<file path="src/rtl/cpu_bus_bridge.sv">
`default_nettype none
// ============================================================================
// Module      : cpu_bus_bridge
// Description : Bridges the 6502 core bus into the PSRAM controller request
//               interface in the clkSys domain.
//               - Serves the VIC colour registers $D020/$D021 locally.
//               - Answers the rest of $Dxxx with open bus.
//               - Turns every other access into one memory transaction.
//               - Flags timeouts and overruns with sticky bits.
//               Optional macro GM64_RST_VEC_OVERRIDE_EN serves reads of
//               $FFFC/$FFFD locally from RST_VEC_LO/RST_VEC_HI.
// Revision    : 1.0 - initial release
// ============================================================================
module cpu_bus_bridge #(
    parameter logic [23:0] MEM_BASE       = 24'h000000,
    parameter int          TIMEOUT_CYCLES = 64,
    parameter logic [7:0]  RST_VEC_LO     = 8'h00,
    parameter logic [7:0]  RST_VEC_HI     = 8'h03
) (
    input  logic        clkSys,
    input  logic        reset,
    input  logic        i_phi0,
    input  logic [15:0] i_addr,
    input  logic [7:0]  i_cpu_wdata,
    input  logic        i_we,
    output logic [7:0]  o_cpu_rdata,
    output logic        o_mem_cs,
    output logic        o_mem_write,
    output logic [23:0] o_mem_addr,
    output logic [7:0]  o_mem_wdata,
    input  logic [7:0]  i_mem_rdata,
    input  logic        i_mem_busy,
    input  logic        i_mem_data_ready,
    output logic [3:0]  o_border_col,
    output logic [3:0]  o_bg_col,
    output logic        o_timeout,
    output logic        o_overrun
);

    // Counter wide enough to hold TIMEOUT_CYCLES-1.
    localparam int c_CNT_W = (TIMEOUT_CYCLES > 2) ? $clog2(TIMEOUT_CYCLES) : 1;
    localparam logic [c_CNT_W-1:0] c_CNT_LAST = c_CNT_W'(TIMEOUT_CYCLES - 1);

    typedef enum logic [1:0] {
        S_IDLE  = 2'd0,
        S_ISSUE = 2'd1,
        S_WAIT  = 2'd2
    } state_t;

    state_t              r_state;
    logic                r_phi0_q;
    logic [15:0]         r_addr;
    logic                r_we;
    logic [7:0]          r_wdata;
    logic [c_CNT_W-1:0]  r_cnt;
    logic                r_busy_seen;

    logic w_phi0_rise;
    logic w_is_border;
    logic w_is_bg;
    logic w_is_io;
    logic w_cnt_last;

    // Bus cycle start and address decode on the live bus (used in the capture cycle).
    assign w_phi0_rise = i_phi0 & ~r_phi0_q;
    assign w_is_border = (i_addr == 16'hD020);
    assign w_is_bg     = (i_addr == 16'hD021);
    assign w_is_io     = (i_addr[15:12] == 4'hD);
    assign w_cnt_last  = (r_cnt == c_CNT_LAST);

`ifdef GM64_RST_VEC_OVERRIDE_EN
    logic w_is_vec_lo;
    logic w_is_vec_hi;

    // Reset-vector reads are answered locally; writes still go to memory.
    assign w_is_vec_lo = (i_addr == 16'hFFFC) & ~i_we;
    assign w_is_vec_hi = (i_addr == 16'hFFFD) & ~i_we;
`else
    logic w_unused_rst_vec;

    // Vector parameters have no function without the override.
    assign w_unused_rst_vec = ^{RST_VEC_LO, RST_VEC_HI};
`endif

    // Bridge FSM: capture, local decode, memory request, completion and timeout.
    always_ff @(posedge clkSys) begin
        if (reset) begin
            r_state      <= S_IDLE;
            r_phi0_q     <= 1'b0;
            r_addr       <= 16'h0000;
            r_we         <= 1'b0;
            r_wdata      <= 8'h00;
            r_cnt        <= '0;
            r_busy_seen  <= 1'b0;
            o_cpu_rdata  <= 8'hFF;
            o_mem_cs     <= 1'b0;
            o_mem_write  <= 1'b0;
            o_mem_addr   <= 24'h000000;
            o_mem_wdata  <= 8'h00;
            o_border_col <= 4'h0;
            o_bg_col     <= 4'h0;
            o_timeout    <= 1'b0;
            o_overrun    <= 1'b0;
        end else begin
            r_phi0_q <= i_phi0;
            o_mem_cs <= 1'b0;

            // A new bus cycle while busy is dropped and only flagged.
            if (w_phi0_rise && (r_state != S_IDLE)) begin
                o_overrun <= 1'b1;
            end

            case (r_state)
                S_IDLE: begin
                    if (w_phi0_rise) begin
                        r_addr  <= i_addr;
                        r_we    <= i_we;
                        r_wdata <= i_cpu_wdata;
                        if (w_is_border) begin
                            if (i_we) o_border_col <= i_cpu_wdata[3:0];
                            else      o_cpu_rdata  <= {4'hF, o_border_col};
                        end else if (w_is_bg) begin
                            if (i_we) o_bg_col    <= i_cpu_wdata[3:0];
                            else      o_cpu_rdata <= {4'hF, o_bg_col};
                        end else if (w_is_io) begin
                            if (!i_we) o_cpu_rdata <= 8'hFF;
`ifdef GM64_RST_VEC_OVERRIDE_EN
                        end else if (w_is_vec_lo) begin
                            o_cpu_rdata <= RST_VEC_LO;
                        end else if (w_is_vec_hi) begin
                            o_cpu_rdata <= RST_VEC_HI;
`endif
                        end else begin
                            r_cnt   <= '0;
                            r_state <= S_ISSUE;
                        end
                    end
                end

                S_ISSUE: begin
                    r_cnt <= r_cnt + 1'b1;
                    if (w_cnt_last) begin
                        o_timeout <= 1'b1;
                        if (!r_we) o_cpu_rdata <= 8'hFF;
                        r_state <= S_IDLE;
                    end else if (!i_mem_busy) begin
                        o_mem_cs    <= 1'b1;
                        o_mem_write <= r_we;
                        o_mem_addr  <= MEM_BASE + {8'h00, r_addr};
                        o_mem_wdata <= r_wdata;
                        r_busy_seen <= 1'b0;
                        r_state     <= S_WAIT;
                    end
                end

                S_WAIT: begin
                    r_cnt <= r_cnt + 1'b1;
                    // Completion has priority over a coincident timeout.
                    if (!r_we && i_mem_data_ready) begin
                        o_cpu_rdata <= i_mem_rdata;
                        r_state     <= S_IDLE;
                    end else if (r_we && r_busy_seen && !i_mem_busy) begin
                        r_state <= S_IDLE;
                    end else if (w_cnt_last) begin
                        o_timeout <= 1'b1;
                        if (!r_we) o_cpu_rdata <= 8'hFF;
                        r_state <= S_IDLE;
                    end else if (i_mem_busy) begin
                        r_busy_seen <= 1'b1;
                    end
                end

                default: begin
                    r_state <= S_IDLE;
                end
            endcase
        end
    end

endmodule
`default_nettype wire

</file>
<file path="config.mk">
export PLATFORM = sky130hd
export DESIGN_NAME = cpu_bus_bridge
export DESIGN_NICKNAME = d
export VERILOG_FILES = /design/src/rtl/cpu_bus_bridge.sv
export SDC_FILE = /design/constraint.sdc
export NUM_CORES = 1
export LEC_CHECK = 0
export BUFFER_PORTS_ARGS = -buffer_cell sky130_fd_sc_hd__buf_2
export CORE_MARGIN = 5
export CORE_UTILIZATION = 45
export DETAILED_ROUTE_END_ITERATION = 6
export GPL_TIMING_DRIVEN = 0
export PLACE_DENSITY = 0.7
export SYNTH_ARGS = -nofsm -noshare
export SYNTH_HDL_FRONTEND = slang
export SYNTH_SLANG_ARGS = --single-unit
export TNS_END_PERCENT = 10
</file>
<file path="constraint.sdc">
create_clock -name clkSys -period 4.7 [get_ports clkSys]
set_clock_uncertainty 0.1 [all_clocks]
set_input_delay 0 -clock clkSys [delete_from_list [all_inputs] [get_ports clkSys]]
set_output_delay 0 -clock clkSys [all_outputs]
set_load 0.02 [all_outputs]
</file>
==> results of run 1 <==
==> logic make-up (layout without fill, tap and decap cells) <==
kind of cell               Yosys count  count (layout)  synth area share
and+or+nand+nor                    146             146             0.208
AOI/OAI and AO/OA                   90              90             0.169
DFF                                 79              79             0.458
buffers and inverters               40             161            0.0555
muxes                               30              30            0.0870
adders and majority gates            5               5            0.0181
other                                1               8           0.00109
xor gates and xnor gates             1               1           0.00254
==> cells in the mapped netlist, types with 2 or more instances <==
library cell	instances
and3_1	2
o211ai_1	2
ha_1	5
nand2b_1	3
dfxtp_1	79
buf_1	4
a21o_1	2
nand4b_1	7
nor3_1	2
o21ai_0	16
nor4_1	2
a31oi_1	3
a21oi_1	38
a211o_1	4
nand4_1	5
clkbuf_1	12
o2111a_1	4
mux2i_1	30
a311oi_1	4
o311ai_0	4
buf_2	8
or3_1	3
nor2_1	35
or4_1	2
nor2b_1	10
nand3_1	8
nand2_1	59
a211oi_1	5
o31ai_1	2
and3b_1	2
buf_4	8
inv_1	7
==> layout by cell type (no fill, tap or decap), types with 3 or more instances in the layout <==
master         instances
a31oi_1                3
buf_4                  8
or3_1                  3
nand4_1                5
nand2_1               59
buf_2                 87
nand4b_1               7
dfxtp_1               79
nor2b_1               10
clkbuf_8               9
o21ai_0               16
conb_1                 8
o311ai_0               4
nand3_1                8
o2111a_1               4
a211o_1                4
nand2b_1               3
dlygate4sd3_1         26
inv_1                  7
a21oi_1               38
a311oi_1               4
clkbuf_1              13
nor2_1                35
mux2i_1               30
buf_1                  4
ha_1                   5
a211oi_1               5
==> power by group <==
part           leakage [uW]  internal [uW]  switching (uW)
logic               0.00130            114             159
clock network      0.000107            303             265
registers          0.000642            706            23.8
==> worst max path at each step <==
stage          cells past startpoint  slack (ps)                           to                    start
2_1_floorplan                      7        2730  o_cpu_rdata[4]$_SDFFE_PP1P_  r_state[0]$_SDFFE_PP0P_
3_3_place_gp                       7        2440        r_cnt[1]$_SDFFE_PP0P_  r_state[0]$_SDFFE_PP0P_
3_5_place_dp                       7        2340        r_cnt[1]$_SDFFE_PP0P_  r_state[0]$_SDFFE_PP0P_
4_1_cts                            7        2330  o_cpu_rdata[1]$_SDFFE_PP1P_  r_state[0]$_SDFFE_PP0P_
5_1_grt                            7        2140        r_cnt[4]$_SDFFE_PP0P_  r_state[0]$_SDFFE_PP0P_
6_report                           7        2320        r_cnt[4]$_SDFFE_PP0P_  r_state[0]$_SDFFE_PP0P_
==> sequential cells by signal (all words and copies together), names as in the netlist <==
name          count
o_cpu_rdata       8
o_overrun         1
r_busy_seen       1
r_addr           16
r_state           2
o_timeout         1
o_mem_wdata       8
r_phi0_q          1
o_border_col      4
r_we              1
o_mem_cs          1
r_cnt             6
r_wdata           8
o_mem_addr       16
o_mem_write       1
o_bg_col          4
==> worst reg2reg max path, stage by stage, from the launching register on <==
cell and delay [ps]:
dfxtp_1 370, inv_1 90, ha_1 330, clkbuf_1 260
nor2b_1 210, a31oi_1 600, o21ai_0 210, a21oi_1 150
==> final cells by class <==
cell class | count | share of cell area
well taps | 102 | 0.0285
clock buffers | 10 | 0.0285
inverters | 7 | 0.00586
multi-input cells | 280 | 0.380
clock inverters | 6 | 0.0209
repair buffers | 105 | 0.146
flip-flops and latches | 79 | 0.353
plain buffers | 33 | 0.0368
==> timing repair <==
action	CTS	global route
endpoints found under the hold margin	34	0
hold buffers	26	0
resized for setup	0	0
==> layer usage <==
layer  up-vias  GRT usage  routed length [um]
met5         -          0                   0
met4         0     0.0777                 134
met3        15     0.0481                 597
met2        96      0.321                4320
met1      1538      0.242                4090
li1       1615          -                   -
==> per-stage QoR <==
step / instance area [um^2] / hold slack [ps] / util
floorplan: 3480 / 28.2 / -
global placement: 4000 / 147 / 0.526
detailed placement: 4000 / 153 / 0.526
CTS: 4480 / 90.5 / 0.589
global route: 4480 / 114 / 0.589
finish: 4480 / 92.7 / 0.589
==> results_dict.tcl, run 1 <==
set metrics [dict create \
    hold-path-endpoint "o_cpu_rdata[4]$_SDFFE_PP1P_" \
    post_cts_buffers 0 \
    drt_wl_total_um 9140 \
    grt_usage 0.194 \
    max_cap_viol_count 0 \
    rsz0062_at_grt "no" \
    hold_path.class "primary input to flip-flop" \
    ir_drop_v 0.000179 \
    r2r-end "r_cnt[4]$_SDFFE_PP0P_" \
    drt-wirelength-per-cell_um 14.7 \
    cts_made_buffers 9 \
    layout-drive-gt1-share 0.223 \
    critPathSlowestCell "a31oi_1" \
    insertion_delay_ps 360 \
    critPathKind "flip-flop to flip-flop" \
    viasPerCell 5.25 \
    grt_max_degree 15 \
    max_freq_mhz 421 \
    powerDensity_nw_per_um2 350 \
    crit_buf_inv 2 \
    seq_area_frac_synth 0.458 \
    core.rowCount 32 \
    coreArea_um2 7610 \
    die_w_um 97.6 \
    grt_pass1_wl_um 15100 \
    r2r_slack_ps 2320 \
    crit_family "compound AO/OA/AOI/OAI gates" \
    worstPathRequired_ps 4890 \
    root_buffer "clkbuf_8" \
    whs_path_depth 4 \
    via_count 3264 \
    critPathCaptureType "flip-flop" \
    cts_max_path_buffers 2 \
    antenna_found_initial 0 \
    n_antenna_cell 0 \
    place_ws_ps 2340 \
    min_from "i_mem_rdata[4]" \
    synthTopCellsByArea "dfxtp_1, mux2i_1, nand2_1, a21oi_1, nor2_1" \
    syn_to_final_growth_pct 29.9 \
    r2r_cells 7 \
    maxSlewViolCount 0 \
    drt_iter0_drc 147 \
    htreeDepth 3 \
    cp.arrival_ps 2570 \
    gp_congestion 0.899 \
    dieArea_um2 9520 \
    hpwl_um 6460 \
    synth_top_area_frac 0.458 \
    fillers 697 \
    layout_min_cycle_time_ps 2380 \
    setup_viol 0 \
    fin_crit_sh 0.506 \
    instances_no_fill 622 \
    placedCellCount 580 \
    num-nets-final 558 \
    layout_setup_ws_ps 2320 \
    post-route-drc-count 0 \
    cts.sinks 79 \
    grt_pass1_vias 3235 \
    ios 90 \
    hold_viol_final 0 \
    grt-ovfl-total 0 \
    finalSetupTns_ps 0 \
    synthDistinctLibCells 47 \
    drtAntennaViolNets 0 \
    cts_tree "yes" \
    start_util 0.454 \
    worst_pin_slew_ps 844 \
    port_buffers 79 \
    timing.max_slew.rel_slack 0.432 \
    synth_cells 392 \
    chipHeight_um 97.6 \
    async_flop_share 0 \
    finalPower_uw 1570 \
    path_cells "inv_1, ha_1, clkbuf_1, nor2b_1, a31oi_1, o21ai_0, a21oi_1" \
    postSynthRegisterBits 79 \
    clk_pin_slew_ps 80 \
    synth_edf_count 0 \
    yosys.area.top_type "dfxtp_1" \
    startpoint_type "flip-flop" \
    crit_fanout 10 \
    ff_latch_area_um2 1580 \
    ys.flop_type "dfxtp_1" \
    ys_warn_count 0 \
    p_leak_uw 0.00205 \
    synth_area_um2 3450 \
    synth.avg_cell_area_um2 8.81 \
    multi_input_area_um2 1710 \
    rr_startpoint "r_state[0]$_SDFFE_PP0P_" \
    status "completed" \
    slowest_delay_ps 600 \
    firstDrtPassIters 4 \
]
No activity file was read; power rests on OpenSTA's default activity.
==> run 2: changes to the inputs <==
==> constraint.sdc (replaced) <==
create_clock -name clkSys -period 2.4 [get_ports clkSys]
set_clock_uncertainty 0.1 [all_clocks]
set_input_delay 0 -clock clkSys [delete_from_list [all_inputs] [get_ports clkSys]]
set_output_delay 0 -clock clkSys [all_outputs]
set_load 0.02 [all_outputs]
==> run 2 against run 1 <==
Against the previous run:
- the run now ends with setup timing left
- final area is 0.14% higher
- sequential power up 96%
- largest power group unchanged
- first-iteration DRC count grew 22%
- via count down 0.25%
- hold slack gained 2.0 ps
- combinational power rose by 98%
- sequential share of layout area barely moved
- non-clock buffer count is the same
- wire length about the same
==> results_dict.tcl, run 2 (synthesis results as in run 1) <==
set metrics [dict create \
    layout-drive-gt1-share 0.225 \
    post-route-drc-count 0 \
    status "complete, but fails checks" \
    worstPathRequired_ps 2520 \
    layout_commonest_cell "buf_2" \
    hold_viol_final 0 \
    hold_path.class "primary input to flip-flop" \
    root_buffer "clkbuf_8" \
    grt-ovfl-total 0 \
    post_cts_buffers 0 \
    grt_pass1_wl_um 15100 \
    drt_iter0_drc 179 \
    clk_pin_slew_ps 80 \
    cts.sinks 79 \
    cp.arrival_ps 2550 \
    rsz0062_at_grt "yes" \
    max_freq_mhz 412 \
    via_count 3256 \
    utilization 0.590 \
    worst_pin_slew_ps 845 \
    port_buffers 79 \
    ir_drop_v 0.000344 \
    syn_to_final_growth_pct 30.0 \
    critPathCaptureType "flip-flop" \
    gp_congestion 0.899 \
    antenna_found_initial 0 \
    violations "setup timing" \
    p_leak_uw 0.00205 \
    coreArea_um2 7610 \
    layout_common_cells "buf_2, dfxtp_1, nand2_1" \
    startpoint_type "flip-flop" \
    drtAntennaViolNets 0 \
    die_w_um 97.6 \
    maxSlewViolCount 0 \
    hpwl_um 6460 \
    start_util 0.454 \
    grt_max_degree 15 \
    htreeDepth 3 \
    max_cap_viol_count 0 \
    firstDrtPassIters 5 \
    powerDensity_nw_per_um2 684 \
    core.rowCount 32 \
    dieArea_um2 9520 \
    n_antenna_cell 0 \
    grt_usage 0.194 \
    drt-wirelength-per-cell_um 14.7 \
    cts_made_buffers 9 \
    cts_max_path_buffers 2 \
    grt_pass1_vias 3235 \
    top_regs "o_mem_addr (16), r_addr (16)" \
    chipHeight_um 97.6 \
    whs_ps 94.6 \
    layout_setup_ws_ps -25.9 \
    setup_viol 1 \
    num-nets-final 558 \
    layout_min_cycle_time_ps 2430 \
    insertion_delay_ps 350 \
    crit_fanout 10 \
    fin_crit_sh 1.01 \
    cts_tree "yes" \
    timing.max_slew.rel_slack 0.431 \
    drt_wl_total_um 9140 \
    ios 90 \
    viasPerCell 5.23 \
    critPathKind "flip-flop to flip-flop" \
]
-- run 2: cell count changes in the layout (fill, tap and decap cells not counted) --
cell	before	now
a31oi_1	3	2
a31oi_2	0	1
-- run 2: repair_timing --
| item | in CTS | in global routing |
|---|---|---|
| resized for setup | 0 | 1 |
| hold buffers | 26 | 0 |
| endpoints found under the setup margin | 0 | 9 |
| hold endpoints to repair | 34 | 0 |
-- run 2: per-layer routing --
layer  GRT usage  routed length (um)  part of all wire
met4      0.0777                 127             0.014
met2       0.321                4350              0.48
met3      0.0481                 574             0.063
met1       0.242                4090              0.45
met5           0                   0                 0
-- run 2: worst max-delay path: stages (launching register included) --
cell      delay [ps]
dfxtp_1          370
inv_1             90
ha_1             340
clkbuf_1         270
nor4_1           230
nand4b_1         300
a211oi_1         430
o311ai_0         160
-- run 2: worst paths after layout --
kind | depth (start not counted) | start | endpoint | slack [ps]
max | 7 | r_state[0]$_SDFFE_PP0P_ | o_cpu_rdata[1]$_SDFFE_PP1P_ | -30
min | 4 | i_mem_rdata[4] | o_cpu_rdata[4]$_SDFFE_PP1P_ | 90
max reg2reg | 7 | r_state[0]$_SDFFE_PP0P_ | o_cpu_rdata[1]$_SDFFE_PP1P_ | -30
min reg2reg | 2 | r_addr[2]$_SDFFE_PP0P_ | r_addr[2]$_SDFFE_PP0P_ | 360
-- run 2: final cells by class --
cell class	instances	area, um^2
buffer	33	165
clock buffer	10	128
inverter	7	26.3
timing repair buffer	105	656
clock inverter	6	93.8
tap	102	128
multi-input combinational	280	1710
sequential	79	1580
fill	696	3120
-- run 2: power by group --
| group | leakage (uW) | internal, uW | total, uW | switching (uW) |
|---|---|---|---|---|
| logic | 0.00130 | 224 | 540 | 316 |
| registers | 0.000642 | 1380 | 1430 | 46.5 |
| clock network | 0.000107 | 593 | 1100 | 511 |
-- run 2: through the flow --
stage	std cells	instance area, um^2	setup TNS (ps)	setup WS [ps]	power, uW
final	622	4490	-25.9	-25.9	3070
after global routing	622	4490	-134	-116	3220
after CTS	622	4480	0	30.2	3090
after detailed placement	580	4000	0	44.5	1960
after global placement	580	4000	0	138	1940
after floorplan	399	3480	0	428	1800
